[src/rtl/pwm_timer_pkg.sv]
// Shared constants for the PWM / interval timer: register map, ctrl bit positions, default widths.
package pwm_timer_pkg;

  localparam int DW_DEF = 16;
  localparam int AW_DEF = 4;

  // word addresses
  localparam int ADDR_CTRL   = 0;
  localparam int ADDR_DIV    = 1;
  localparam int ADDR_PERIOD = 2;
  localparam int ADDR_DC     = 3;

  // ctrl bit positions
  localparam int CTRL_CLK_SEL = 0;
  localparam int CTRL_MODE    = 1;
  localparam int CTRL_EN      = 2;
  localparam int CTRL_CONT    = 3;
  localparam int CTRL_OUT_EN  = 4;
  localparam int CTRL_IRQ     = 5;
  localparam int CTRL_EXT_DC  = 6;
  localparam int CTRL_CNT_RST = 7;
  localparam int CTRL_W       = 8;

endpackage

[src/rtl/pwm_timer_if.sv]
// Wishbone-classic register bus between a master and the timer.
interface pwm_timer_if #(
  parameter int AW = 4,
  parameter int DW = 16
);
  logic          i_wb_cyc;
  logic          i_wb_stb;
  logic          i_wb_we;
  logic [AW-1:0] i_wb_adr;
  logic [DW-1:0] i_wb_data;
  logic          o_wb_ack;
  logic [DW-1:0] o_wb_data;

  modport master (output i_wb_cyc, i_wb_stb, i_wb_we, i_wb_adr, i_wb_data,
                  input  o_wb_ack, o_wb_data);
  modport slave  (input  i_wb_cyc, i_wb_stb, i_wb_we, i_wb_adr, i_wb_data,
                  output o_wb_ack, o_wb_data);
endinterface

[src/rtl/pwm_timer_prescaler.sv]
// Tick source select (system clock or synchronized i_extclk rising edge) and divide-by-N.
module pwm_timer_prescaler #(
  parameter int DW = 16
) (
  input  logic          i_clk,
  input  logic          i_rst,
  input  logic          i_extclk,
  input  logic          i_clk_sel,
  input  logic          i_en,
  input  logic          i_clr,
  input  logic [DW-1:0] i_div,
  output logic          o_tick
);

  logic [2:0]    sync_q, sync_d;
  logic [DW-1:0] pcnt_q, pcnt_d;
  logic [DW-1:0] div_eff;
  logic          ev, wrap;

  // two-flop synchronizer plus one delay stage for rising-edge detect
  always_comb sync_d = {sync_q[1:0], i_extclk};

  // divide counter; >= so shrinking the divisor mid-count cannot run away
  always_comb begin
    div_eff = (i_div == '0) ? DW'(1) : i_div;
    ev      = i_clk_sel ? (sync_q[1] & ~sync_q[2]) : 1'b1;
    wrap    = pcnt_q >= (div_eff - DW'(1));
    o_tick  = ~i_clr & i_en & ev & wrap;
    pcnt_d  = pcnt_q;
    if (i_clr)          pcnt_d = '0;
    else if (i_en & ev) pcnt_d = wrap ? '0 : pcnt_q + DW'(1);
  end

  // state registers
  always_ff @(posedge i_clk or negedge i_rst) begin
    if (!i_rst) begin
      sync_q <= '0;
      pcnt_q <= '0;
    end else begin
      sync_q <= sync_d;
      pcnt_q <= pcnt_d;
    end
  end

endmodule

[src/rtl/pwm_timer.sv]
// 16-bit PWM generator / interval timer with a Wishbone-classic register slave.
module pwm_timer
  import pwm_timer_pkg::*;
#(
  parameter int DW = DW_DEF,
  parameter int AW = AW_DEF
) (
  input  logic          i_clk,
  input  logic          i_rst,
  pwm_timer_if.slave    wb,
  input  logic          i_extclk,
  input  logic [DW-1:0] i_DC,
  input  logic          i_DC_valid,
  output logic          o_pwm
);

  logic [CTRL_W-1:0] ctrl_q, ctrl_d;
  logic [DW-1:0]     div_q, div_d, period_q, period_d, dc_q, dc_d;
  logic [DW-1:0]     ext_q, ext_d, count_q, count_d, rdata_q, rdata_d;
  logic              ack_q, ack_d, pwm_q, pwm_d;

  logic          bus_req, bus_wr;
  logic          sel_ctrl, sel_div, sel_period, sel_dc;
  logic          tick, term;
  logic [DW-1:0] per_eff, duty;

  pwm_timer_prescaler #(.DW(DW)) u_presc (
    .i_clk     (i_clk),
    .i_rst     (i_rst),
    .i_extclk  (i_extclk),
    .i_clk_sel (ctrl_q[CTRL_CLK_SEL]),
    .i_en      (ctrl_q[CTRL_EN]),
    .i_clr     (ctrl_q[CTRL_CNT_RST]),
    .i_div     (div_q),
    .o_tick    (tick)
  );

  // bus decode: ack one cycle after a fresh request, read data only valid under ack
  always_comb begin
    bus_req    = wb.i_wb_cyc & wb.i_wb_stb & ~ack_q;
    bus_wr     = bus_req & wb.i_wb_we;
    sel_ctrl   = wb.i_wb_adr == AW'(ADDR_CTRL);
    sel_div    = wb.i_wb_adr == AW'(ADDR_DIV);
    sel_period = wb.i_wb_adr == AW'(ADDR_PERIOD);
    sel_dc     = wb.i_wb_adr == AW'(ADDR_DC);
    ack_d      = bus_req;
    rdata_d    = '0;
    if (bus_req) begin
      if (sel_ctrl)        rdata_d = {{(DW-CTRL_W){1'b0}}, ctrl_q};
      else if (sel_div)    rdata_d = div_q;
      else if (sel_period) rdata_d = period_q;
      else if (sel_dc)     rdata_d = dc_q;
    end
  end

  // counter: counter_rst beats a tick; >= lets a shortened period wrap at once
  always_comb begin
    per_eff = (period_q == '0) ? DW'(1) : period_q;
    term    = tick & (count_q >= (per_eff - DW'(1)));
    count_d = count_q;
    if (ctrl_q[CTRL_CNT_RST]) count_d = '0;
    else if (tick)            count_d = term ? '0 : count_q + DW'(1);
  end

  // register writes, then hardware updates so the irq set beats a software clear
  always_comb begin
    div_d    = (bus_wr & sel_div)    ? wb.i_wb_data : div_q;
    period_d = (bus_wr & sel_period) ? wb.i_wb_data : period_q;
    dc_d     = (bus_wr & sel_dc)     ? wb.i_wb_data : dc_q;
    ext_d    = i_DC_valid ? i_DC : ext_q;
    ctrl_d   = ctrl_q;
    ctrl_d[CTRL_CNT_RST] = 1'b0;
    if (bus_wr & sel_ctrl) begin
      ctrl_d           = wb.i_wb_data[CTRL_W-1:0];
      // irq is write-0-to-clear; writing 1 leaves it as is
      ctrl_d[CTRL_IRQ] = ctrl_q[CTRL_IRQ] & wb.i_wb_data[CTRL_IRQ];
    end
    if (term & ~ctrl_q[CTRL_MODE]) begin
      ctrl_d[CTRL_IRQ] = 1'b1;
      if (~ctrl_q[CTRL_CONT]) ctrl_d[CTRL_EN] = 1'b0;
    end
  end

  // output select: PWM compare or timer flag
  always_comb begin
    duty  = ctrl_q[CTRL_EXT_DC] ? ext_q : dc_q;
    pwm_d = ctrl_q[CTRL_OUT_EN] &
            (ctrl_q[CTRL_MODE] ? (ctrl_q[CTRL_EN] & (count_q < duty)) : ctrl_q[CTRL_IRQ]);
  end

  // state registers
  always_ff @(posedge i_clk or negedge i_rst) begin
    if (!i_rst) begin
      ctrl_q   <= '0;
      div_q    <= '0;
      period_q <= '0;
      dc_q     <= '0;
      ext_q    <= '0;
      count_q  <= '0;
      rdata_q  <= '0;
      ack_q    <= 1'b0;
      pwm_q    <= 1'b0;
    end else begin
      ctrl_q   <= ctrl_d;
      div_q    <= div_d;
      period_q <= period_d;
      dc_q     <= dc_d;
      ext_q    <= ext_d;
      count_q  <= count_d;
      rdata_q  <= rdata_d;
      ack_q    <= ack_d;
      pwm_q    <= pwm_d;
    end
  end

  assign wb.o_wb_ack  = ack_q;
  assign wb.o_wb_data = rdata_q;
  assign o_pwm        = pwm_q;

endmodule

[src/flat_wrapper.sv]
// flat-port wrapper written by rule: the top's interface ports become plain ports
module pwm_timer_flat import pwm_timer_pkg::*;
#(
  parameter int DW = DW_DEF,
  parameter int AW = AW_DEF
)
  (i_clk, i_rst, i_extclk, i_DC, i_DC_valid, o_pwm, wb_i_wb_cyc, wb_i_wb_stb, wb_i_wb_we, wb_i_wb_adr, wb_i_wb_data, wb_o_wb_ack, wb_o_wb_data);
  pwm_timer_if #(.AW(AW), .DW(DW)) wb_i ();
  input  logic i_clk;
  input  logic i_rst;
  input  logic i_extclk;
  input  logic [DW-1:0] i_DC;
  input  logic i_DC_valid;
  output logic o_pwm;
  input wire logic [$bits(wb_i.i_wb_cyc)-1:0] wb_i_wb_cyc;
  input wire logic [$bits(wb_i.i_wb_stb)-1:0] wb_i_wb_stb;
  input wire logic [$bits(wb_i.i_wb_we)-1:0] wb_i_wb_we;
  input wire logic [$bits(wb_i.i_wb_adr)-1:0] wb_i_wb_adr;
  input wire logic [$bits(wb_i.i_wb_data)-1:0] wb_i_wb_data;
  output wire logic [$bits(wb_i.o_wb_ack)-1:0] wb_o_wb_ack;
  output wire logic [$bits(wb_i.o_wb_data)-1:0] wb_o_wb_data;
  assign wb_i.i_wb_cyc = wb_i_wb_cyc;
  assign wb_i.i_wb_stb = wb_i_wb_stb;
  assign wb_i.i_wb_we = wb_i_wb_we;
  assign wb_i.i_wb_adr = wb_i_wb_adr;
  assign wb_i.i_wb_data = wb_i_wb_data;
  assign wb_o_wb_ack = wb_i.o_wb_ack;
  assign wb_o_wb_data = wb_i.o_wb_data;
  pwm_timer #(.DW(DW), .AW(AW)) u_core (.i_clk(i_clk), .i_rst(i_rst), .wb(wb_i), .i_extclk(i_extclk), .i_DC(i_DC), .i_DC_valid(i_DC_valid), .o_pwm(o_pwm));
endmodule
[config.mk]
export PLATFORM = sky130hd
export DESIGN_NAME = pwm_timer_flat
export DESIGN_NICKNAME = d
export VERILOG_FILES = /design/src/rtl/pwm_timer_pkg.sv /design/src/rtl/pwm_timer_if.sv /design/src/rtl/pwm_timer_prescaler.sv /design/src/rtl/pwm_timer.sv /design/src/flat_wrapper.sv
export SDC_FILE = /design/constraint.sdc
export NUM_CORES = 1
export LEC_CHECK = 0
export BUFFER_PORTS_ARGS = -buffer_cell sky130_fd_sc_hd__buf_2
export CELL_PAD_IN_SITES_DETAIL_PLACEMENT = 0
export CELL_PAD_IN_SITES_GLOBAL_PLACEMENT = 1
export CORE_MARGIN = 5
export CORE_UTILIZATION = 30
export DETAILED_ROUTE_END_ITERATION = 6
export GPL_TIMING_DRIVEN = 0
export PLACE_DENSITY_LB_ADDON = 0.1
export SYNTH_ARGS = -nofsm -noshare
export SYNTH_HDL_FRONTEND = slang
export SYNTH_SLANG_ARGS = --single-unit
[constraint.sdc]
create_clock -name i_clk -period 6.7 [get_ports i_clk]
set_clock_uncertainty 0.15 [all_clocks]
set_input_delay 1.34 -clock i_clk [delete_from_list [all_inputs] [get_ports i_clk]]
set_output_delay 1.34 -clock i_clk [all_outputs]
set_load 0.05 [all_outputs]
==> results_dict.tcl, run 1 <==
set metrics [dict create \
    cell_chain_critical_path "clkbuf_1, nor4_1, nand3_1, nor3_1, a31oi_1, ha_1, nand2_1, nor3_1, nand2b_1, xor2_1, ha_1, nand4_2, nor2_1, o2bb2ai_1, o31ai_1, nor2_1, nor4_1" \
    worst_ep_arrival_time_ns 5.94 \
    multi_input_gate_area_in_the_final_layout_um2 3890 \
    synth.ff_latch_count 125 \
    layout_commonest_cell "dfrtp_1" \
    fin_crit_sh_pct 86.2 \
    ios 61 \
    crit_required_ns 6.86 \
    timing.rr.start "u_core.div_q[6]" \
    synth_area_um2 7160 \
    final.fill_count 2327 \
    postSynthAreaPerCell_um2 10.6 \
    detailroute.via_count 5535 \
    grt_start_max_net_pins 84 \
    netlist-cell-type-count 59 \
    mostFrequentLayoutCells "dfrtp_1, mux2_2, buf_2, ha_1, a21oi_1" \
    vdd_drop_max_mv 0.137 \
    tritoncts "done" \
    grt_overflow 0 \
    cts-root-buf "clkbuf_16" \
    effective_utilization_at_floorplan_pct 30.5 \
    detail-route-antenna-nets 0 \
    cell_with_the_biggest_individual_delay_on_the_critical_path "o31ai_1" \
    start_kind "register" \
    power.static_leakage_nw 3.82 \
    fp.dieArea_um2 27000 \
    die-width_um 164 \
    via_density_per_instance 5.11 \
    status "complete, no violations" \
    p_per_area_nw_per_um2 276 \
    fin_tns_setup_ns 0 \
    timing_worst_setup_path_type "register to register" \
    cp.buffers_inverters 1 \
    layout-drive-gt1-share_pct 22.7 \
    synth_fp_nets 768 \
    nets 847 \
    drt_drc_violations_left 0 \
    rows 56 \
    hpwl_after_detailed_placement_um 16400 \
    antenna_cells 0 \
    final_number_of_setup_violating_endpoints 0 \
    async_set_or_reset_register_ratio_after_synthesis_pct 100 \
    whs_ns 0.208 \
    fmaxAchievable_mhz 173 \
    seq_area_um2 3130 \
    flop2flop_setup_slack_ns 0.93 \
    synth_edf_count 0 \
    timing.final.max_slew_violations 0 \
    hp-start "u_core.u_presc.sync_q[0]" \
    combPwrFrac_pct 19.9 \
    max_slew_margin_pct 4.48 \
    fp.dieH_um 164 \
    drt_first_pass_iters 4 \
    post-route-util_pct 36.2 \
    ys.warnings.count 0 \
    cell_internal_pwr_w 0.00165 \
    h_tree_depth 4 \
    synth.yosys.seq_area_share_pct 43.7 \
    drt_iter0_drc 377 \
    worst_skew_late_latency_ns 0.42 \
    numClockSinks 125 \
    cts_setup_buffers 0 \
    postPlaceCellArea_um2 7890 \
    post_cts_sizing_count 0 \
    hold_path_class "register to register" \
    cts.path.max_buffers 2 \
    rsz0062_at_grt "no" \
    primary_ff_master_synth "dfrtp_1" \
    power.total_w 0.00234 \
    seq_power_share_pct 38.2 \
    timing.final.crit_period_ns 5.77 \
    postCtsHoldBufs 0 \
    areaGrowthSynthToFinish_pct 18.7 \
    stdcell_area_um2 8500 \
    holdPathEnd "u_core.u_presc.sync_q[1]" \
    first_pass_grt_wire_length_um 34000 \
    io_buffers 59 \
    rr_worst_depth 17 \
    tightestPinTransition_ns 1.42 \
    portion_of_total_power_attributed_to_the_clock_network_pct 41.9 \
    wl_per_cell_um 19.7 \
    worst_path_dominant_cell_family "simple AND/OR/NAND/NOR gates" \
    global_route.usage.total_pct 16.6 \
    tritoncts.num_buffers 17 \
    crit_path_max_fanout 7 \
    switching_share_of_total_power_pct 29.5 \
    worst_path_largest_cell_delay_ns 1.17 \
    clk_transition_reported_paths_ns 0.06 \
    finalWeightedCongestion 0.809 \
    grt_pass1_vias 5838 \
    routed_wirelength_um 21300 \
    syn_inst 674 \
    antenna_found_initial 0 \
    worst_r2r_endpoint "u_core.count_q[8]" \
    switchingPower_w 0.000692 \
    finalHoldViolations 0 \
    worst_setup_path_end_kind "register" \
    hold-path-cell-count 0 \
    placeableCoreArea_um2 23500 \
    cap_viol_max_count 0 \
]
power groups by stage:
stage | registers, W | clock network [W] | logic [W]
after detailed placement | 0.000910 | 0 | 0.000472
after global placement | 0.000908 | 0 | 0.000461
after CTS | 0.000896 | 0.00100 | 0.000476
after global routing | 0.000907 | 0.00104 | 0.000531
final | 0.000896 | 0.000981 | 0.000467
after floorplan | 0.000885 | 0 | 0.000330
worst max-delay path by stage:
stage                          startpoint           endpoint  slack (ns)  cells past startpoint
final                     u_core.div_q[6]  u_core.count_q[8]        0.93                     17
after detailed placement  u_core.div_q[6]  u_core.count_q[8]        1.12                     17
after floorplan           u_core.div_q[6]  u_core.count_q[6]        2.42                     17
after CTS                 u_core.div_q[6]  u_core.count_q[8]        1.11                     17
after global placement    u_core.div_q[6]  u_core.count_q[8]        1.16                     17
after global routing      u_core.div_q[6]  u_core.count_q[8]        0.56                     17
final cells by class:
class,count,share of cell area (%)
inverter,11,0.486
tap,319,4.70
timing repair buffer,60,3.87
clock buffer,19,5.21
clock inverter,12,2.00
buffer,24,1.12
multi-input combinational,514,45.8
sequential,125,36.8
kinds of logic after synthesis:
kind of cell,count (synthesis),share of synthesized area (%)
fa+ha+maj,51,8.92
mux,85,13.1
compound gates,152,14.1
buf+inv,35,1.91
flops,125,43.7
simple gates,201,15.3
xor+xnor,25,3.06
layer usage:
layer	vias up	routed length, µm	GRT usage, %	part of all wire, %
met1	2766	9710	21.4	46
met3	17	679	3.87	3.2
met4	0	297	4.27	1.4
li1	2684	-	-	-
met2	68	10600	28.2	50
met5	-	0	0	0
sequential cells by signal (all words and copies together) (netlist names):
| signal | count |
|---|---|
| u_core.count_q | 16 |
| u_core.ctrl_q | 8 |
| u_core.dc_q | 16 |
| u_core.div_q | 16 |
| u_core.ext_q | 16 |
| u_core.o_pwm | 1 |
| u_core.period_q | 16 |
| u_core.u_presc.pcnt_q | 16 |
| u_core.u_presc.sync_q | 3 |
| u_core.wb.o_wb_ack | 1 |
| u_core.wb.o_wb_data | 16 |
worst reg2reg max path: stages (launching register included):
cell	delay, ns
dfrtp_1	0.35
clkbuf_1	0.18
nor4_1	0.46
nand3_1	0.21
nor3_1	0.59
a31oi_1	0.25
ha_1	0.28
nand2_1	0.12
nor3_1	0.12
nand2b_1	0.12
xor2_1	0.17
ha_1	0.29
nand4_2	0.15
nor2_1	0.08
o2bb2ai_1	0.16
o31ai_1	1.17
nor2_1	0.43
nor4_1	0.38
per-stage QoR:
step           std cells  worst slack, ns
6_report            1084            0.927
5_1_grt             1084            0.565
4_1_cts             1084             1.11
3_5_place_dp        1053             1.12
3_3_place_gp        1052             1.16
2_1_floorplan        674             2.42
synth_stat cells, types with 2 or more instances:
cell	n	area [µm²]
nor3b_1	2	15.0
buf_2	4	20.0
or4_1	3	22.5
a2111oi_0	3	26.3
nand4_1	10	62.6
a21o_1	11	82.6
nor2_1	32	120
nand2b_1	33	206
xor2_1	6	52.6
and2_1	6	37.5
or3_1	7	43.8
and4_1	3	26.3
a211oi_1	3	22.5
a31oi_1	13	81.3
ha_1	51	638
mux2_2	67	754
nand2_1	34	128
nor3_1	22	110
o21ai_0	24	120
a22o_1	12	105
xnor2_1	19	166
a41oi_1	3	26.3
a21oi_1	46	230
mux2i_1	18	180
clkbuf_1	18	67.6
a22oi_1	8	60.1
and3_1	12	75.1
o31ai_1	3	22.5
a2111oi_2	2	30.0
buf_1	2	7.51
o21a_1	5	37.5
nand3_1	16	80.1
o31a_1	3	26.3
nor4_1	9	56.3
a32o_1	4	40.0
or2_2	4	25.0
dfrtp_1	125	3130
inv_1	10	37.5
Power figures use the tool's default switching activity.
==> run 2, diff against run 1 <==
--- a/config.mk
+++ b/config.mk
@@ -8,7 +8,7 @@
 export BUFFER_PORTS_ARGS = -buffer_cell sky130_fd_sc_hd__buf_2
 export CELL_PAD_IN_SITES_DETAIL_PLACEMENT = 0
 export CELL_PAD_IN_SITES_GLOBAL_PLACEMENT = 1
-export CORE_MARGIN = 5
+export CORE_MARGIN = 1
 export CORE_UTILIZATION = 30
 export DETAILED_ROUTE_END_ITERATION = 6
 export GPL_TIMING_DRIVEN = 0
==> run 2 against run 1 <==
Effect of this change: first-iteration DRC count down 36%; global-route usage up 1.8 points; cell count about the same; routed wire length down 1.5%; register-to-register slack better by 0.20 ns; die area down 9.5%; via count up 0.34%; cell area up 0.21%; total power up 0.84%; worst hold slack worse by 0.012 ns; utilization up 0.18 points; critical path type unchanged; highest routed layer unchanged.
==> results_dict.tcl, run 2 (same netlist as run 1, synthesis figures left out) <==
set metrics [dict create \
    switching_share_of_total_power_pct 29.2 \
    antenna_cells 0 \
    tritoncts.num_buffers 17 \
    switchingPower_w 0.000690 \
    final.fill_count 2368 \
    finalHoldViolations 0 \
    p_per_area_nw_per_um2 277 \
    post-route-util_pct 36.4 \
    timing_worst_setup_path_type "register to register" \
    mostFrequentLayoutCells "dfrtp_1, mux2_2, buf_2, ha_1, a21oi_1" \
    fp.dieArea_um2 24500 \
    crit_required_ns 6.86 \
    critical_path_depth 17 \
    detailroute.via_count 5554 \
    rr_worst_depth 17 \
    cts_setup_buffers 0 \
    gr_met3_demand_resource_pct 3.30 \
    grt_overflow 0 \
    timing.rr.start "u_core.div_q[6]" \
    vdd_drop_max_mv 0.100 \
    h_tree_depth 4 \
    worst_setup_path_startpoint "u_core.div_q[6]" \
    max_slew_margin_pct 11.3 \
    grt_pass1_vias 5753 \
    fin_tns_setup_ns 0 \
    worst_path_dominant_cell_family "simple AND/OR/NAND/NOR gates" \
    power.static_leakage_nw 3.83 \
    fp.dieH_um 156 \
    layout-drive-gt1-share_pct 22.8 \
    areaGrowthSynthToFinish_pct 19.0 \
    seq_power_share_pct 38.0 \
    critical_path.endpoint "u_core.count_q[8]" \
    combPwrFrac_pct 19.8 \
    cell_with_the_biggest_individual_delay_on_the_critical_path "o31ai_1" \
    rsz0062_at_grt "no" \
    drt_first_pass_iters 5 \
    wl_per_cell_um 19.4 \
    worst_setup_path_end_kind "register" \
    via_density_per_instance 5.13 \
    nets 847 \
    io_buffers 59 \
    detail-route-antenna-nets 0 \
    crit_path_max_fanout 7 \
    worst_r2r_endpoint "u_core.count_q[8]" \
    groute.layer.met2.usage_pct 31.7 \
    portion_of_total_power_attributed_to_the_clock_network_pct 42.2 \
    cts.path.max_buffers 2 \
    clk_transition_reported_paths_ns 0.06 \
    numClockSinks 125 \
    cts-root-buf "clkbuf_16" \
    drt_iter0_drc 243 \
    timing.final.crit_period_ns 5.58 \
    flop2flop_setup_slack_ns 1.12 \
    timing.final.max_slew_violations 0 \
    hpwl_after_detailed_placement_um 16200 \
    fmaxAchievable_mhz 179 \
    hp-start "u_core.u_presc.sync_q[0]" \
    worst_path_largest_cell_delay_ns 1.09 \
    hold_path_class "register to register" \
    layout_commonest_cell "dfrtp_1" \
    grt_start_max_net_pins 83 \
    finalWeightedCongestion 0.798 \
    final_critical_path_setup_slack_ns 1.12 \
    start_kind "register" \
    fin_crit_sh_pct 83.2 \
    cell_chain_critical_path "clkbuf_1, nor4_1, nand3_1, nor3_1, a31oi_1, ha_1, nand2_1, nor3_1, nand2b_1, xor2_1, ha_1, nand4_2, nor2_1, o2bb2ai_1, o31ai_1, nor2_1, nor4_1" \
    post_cts_sizing_count 0 \
    post-place-ws_ns 1.14 \
    final_number_of_setup_violating_endpoints 0 \
    postCtsHoldBufs 0 \
    ios 61 \
    drt_drc_violations_left 0 \
    whs_ns 0.196 \
    tritoncts "done" \
    cell_internal_pwr_w 0.00167 \
    global_route.usage.total_pct 18.4 \
    tightestPinTransition_ns 1.32 \
    rows 56 \
    routed_wirelength_um 21000 \
    power.total_w 0.00236 \
    busiest_layer "met2" \
    cap_viol_max_count 0 \
    cp.buffers_inverters 1 \
    worst_skew_late_latency_ns 0.41 \
    die-width_um 156 \
    status "complete, no violations" \
    placeableCoreArea_um2 23400 \
    first_pass_grt_wire_length_um 33300 \
    grt.met1_usage_pct 23.6 \
    worst_ep_arrival_time_ns 5.74 \
    effective_utilization_at_floorplan_pct 30.6 \
    antenna_found_initial 0 \
]
-- run 2: cell count changes in the layout (fill, tap and decap cells not counted), sizes merged --
cell and change:
clkinv -2, clkbuf +1
-- run 2: worst min path at each step --
stage	cells after the start	to
2_1_floorplan	0	u_core.u_presc.sync_q[1]
6_report	0	u_core.u_presc.sync_q[1]
3_3_place_gp	0	u_core.u_presc.sync_q[1]
3_5_place_dp	0	u_core.u_presc.sync_q[1]
4_1_cts	0	u_core.u_presc.sync_q[1]
5_1_grt	0	u_core.u_presc.sync_q[1]
-- run 2: metal layers --
layer	wire length, µm	part of all wire [%]	vias to the layer above
met5	0	0	-
met1	9650	46	2789
met4	278	1.3	0
li1	-	-	2677
met3	501	2.4	14
met2	10600	50	74
-- run 2: cell type report --
class | count | area, µm² | share of cell area [%]
multi-input combinational | 514 | 3890 | 45.7
sequential | 125 | 3130 | 36.7
clock buffer | 20 | 467 | 5.48
tap | 319 | 399 | 4.69
timing repair buffer | 60 | 329 | 3.86
clock inverter | 10 | 164 | 1.92
buffer | 24 | 95.1 | 1.12
inverter | 11 | 41.3 | 0.485
-- run 2: stage by stage --
step | area (µm²) | std cells
2_1_floorplan | 7160 | 674
3_3_place_gp | 7850 | 1052
3_5_place_dp | 7890 | 1053
4_1_cts | 8520 | 1083
5_1_grt | 8520 | 1083
6_report | 8520 | 1083
-- run 2: worst register-to-register path, cell delays in order (launching register included) --
cell       delay, ns
dfrtp_1         0.35
clkbuf_1        0.19
nor4_1          0.44
nand3_1         0.20
nor3_1          0.59
a31oi_1         0.24
ha_1            0.27
nand2_1         0.13
nor3_1          0.12
nand2b_1        0.12
xor2_1          0.18
ha_1            0.28
nand4_2         0.13
nor2_1          0.08
o2bb2ai_1       0.15
o31ai_1         1.09
nor2_1          0.41
nor4_1          0.37
-- run 2: power groups by stage --
stage	sequential, W	combinational, W	clock (W)
6_report	0.000898	0.000468	0.000998
5_1_grt	0.000910	0.000529	0.00106
4_1_cts	0.000898	0.000477	0.00102
3_5_place_dp	0.000911	0.000474	0
3_3_place_gp	0.000908	0.000460	0
2_1_floorplan	0.000885	0.000330	0
==> run 3, diff against run 2 <==
==> constraint.sdc (replaced) <==
create_clock -name i_clk -period 5.2 [get_ports i_clk]
set_clock_uncertainty 0.15 [all_clocks]
set_input_delay 1.04 -clock i_clk [delete_from_list [all_inputs] [get_ports i_clk]]
set_output_delay 1.04 -clock i_clk [all_outputs]
set_load 0.05 [all_outputs]
==> run 3 against run 2 <==
Effect of this change: critical path depth fell by 1; clock power rose by 28%; non-clock buffer count did not move; cell count did not move; sequential share of layout area fell by 0.19 points; combinational power rose by 31%; register-to-register slack got worse by 0.73 ns; clock-buffer cell count did not move; sequential power rose by 29%; utilization rose by 0.19 points; global-route usage barely moved; first-iteration DRC count rose by 16%.
==> results_dict.tcl, run 3 (same netlist as run 1, synthesis figures left out) <==
set metrics [dict create \
    tritoncts.num_buffers 17 \
    seq_power_share_pct 37.9 \
    effective_utilization_at_floorplan_pct 30.6 \
    drt_drc_violations_left 0 \
    clk_transition_reported_paths_ns 0.06 \
    fp.dieArea_um2 24500 \
    finalWeightedCongestion 0.798 \
    detailroute.via_count 5557 \
    final.fill_count 2365 \
    drt_first_pass_iters 4 \
    start_kind "register" \
    worst_ep_arrival_time_ns 4.98 \
    portion_of_total_power_attributed_to_the_clock_network_pct 42.0 \
    cts-root-buf "clkbuf_16" \
    io_buffers 59 \
    final_number_of_setup_violating_endpoints 0 \
    switching_share_of_total_power_pct 29.3 \
    combPwrFrac_pct 20.0 \
    stdcell_area_um2 8560 \
    grt_start_max_net_pins 83 \
    tritoncts "done" \
    tightestPinTransition_ns 0.946 \
    ios 61 \
    switchingPower_w 0.000895 \
    placeableCoreArea_um2 23400 \
    global_route.usage.total_pct 18.4 \
    rows 56 \
    numClockSinks 125 \
    antenna_found_initial 0 \
    worst_setup_path_end_kind "register" \
    fmaxAchievable_mhz 208 \
    timing_worst_setup_path_type "register to register" \
    fp.dieH_um 156 \
    crit_required_ns 5.37 \
    power.static_leakage_nw 3.84 \
    detail-route-antenna-nets 0 \
    vdd_drop_max_mv 0.129 \
    layout-drive-gt1-share_pct 23.7 \
    timing.final.max_slew_violations 0 \
    postPlaceCellArea_um2 7890 \
    hpwl_after_detailed_placement_um 16200 \
    wl_per_cell_um 19.5 \
    grt_pass1_vias 5755 \
    routed_wirelength_um 21100 \
    finalHoldViolations 0 \
    cell_internal_pwr_w 0.00216 \
    hold_path_class "register to register" \
    mostFrequentLayoutCells "dfrtp_1, mux2_2, buf_2, ha_1, a21oi_1" \
    fin_crit_sh_pct 92.4 \
    p_per_area_nw_per_um2 357 \
    status "complete, no violations" \
    cap_viol_max_count 0 \
    grt_overflow 0 \
    die-width_um 156 \
    via_density_per_instance 5.13 \
    layout_commonest_cell "dfrtp_1" \
    cts_setup_buffers 0 \
    crit_path_max_fanout 6 \
    areaGrowthSynthToFinish_pct 19.6 \
    h_tree_depth 4 \
    worst_skew_late_latency_ns 0.41 \
    max_slew_margin_pct 37.0 \
    fin_tns_setup_ns 0 \
    cts.path.max_buffers 2 \
    drt_iter0_drc 282 \
    antenna_cells 0 \
    timing.final.crit_period_ns 4.80 \
    first_pass_grt_wire_length_um 33300 \
    nets 847 \
]
## run 3: cell type report
class                      count  area, µm²  share of cell area [%]
clock inverter                10        164                    1.91
timing repair buffer          60        329                    3.84
multi-input combinational    514       3940                    46.0
clock buffer                  20        467                    5.45
buffer                        24       95.1                    1.11
sequential                   125       3130                    36.5
tap                          319        399                    4.66
inverter                      11       41.3                   0.482
## run 3: routing by layer
layer / global-route usage (%) / wire length [µm]
met4: 4.95 / 235
met3: 3.30 / 442
met2: 31.8 / 10600
met5: 0 / 0
met1: 23.6 / 9740
## run 3: path summary, 6_finish.rpt
path / to / cells after the start / startpoint / slack (ns)
min: u_core.u_presc.sync_q[1] / 0 / u_core.u_presc.sync_q[0] / 0.20
max: u_core.count_q[6] / 16 / u_core.div_q[9] / 0.40
min in group asynchronous: u_core.u_presc.sync_q[1] / 1 / i_rst / 0.39
max in group asynchronous: u_core.count_q[0] / 2 / i_rst / 3.76
min reg2reg: u_core.u_presc.sync_q[1] / 0 / u_core.u_presc.sync_q[0] / 0.20
max reg2reg: u_core.count_q[6] / 16 / u_core.div_q[9] / 0.40
## run 3: power by group through the flow
stage / Clock, W / Combinational (W) / Sequential [W]
after floorplan: 0 / 0.000425 / 0.00114
after global placement: 0 / 0.000593 / 0.00117
after detailed placement: 0 / 0.000611 / 0.00117
after CTS: 0.00132 / 0.000620 / 0.00116
after global routing: 0.00136 / 0.000690 / 0.00117
final: 0.00128 / 0.000612 / 0.00116
## run 3: through the flow
stage	setup WS [ns]	std cells	hold WS (ns)	total power (W)	util, %
floorplan	0.918	674	0.181	0.00157	-
global placement	-0.497	1052	0.190	0.00176	33.5
detailed placement	-0.358	1053	0.185	0.00178	33.7
CTS	0.117	1083	0.198	0.00310	36.5
global route	-0.00965	1083	0.208	0.00322	36.6
finish	0.398	1083	0.196	0.00305	36.6
## run 3: timing repair
item,CTS,global route
pin swaps,0,0
endpoints found under the setup margin,15,34
gates cloned,0,0
gates resized for setup,4,4
hold buffers,0,0
## run 3: worst max-delay path: stages, from the launching register on
cell and delay (ns):
dfrtp_1 0.45, nor4_2 0.43, nand3_1 0.19, nor3_2 0.36
a31oi_1 0.20, ha_1 0.25, nand2_1 0.14, nor3_2 0.10
nand2b_1 0.10, xor2_1 0.08, ha_1 0.31, nand4_2 0.15
or4_1 0.57, o31a_1 0.37, a21o_1 0.28, or4_1 0.41
a21oi_1 0.17
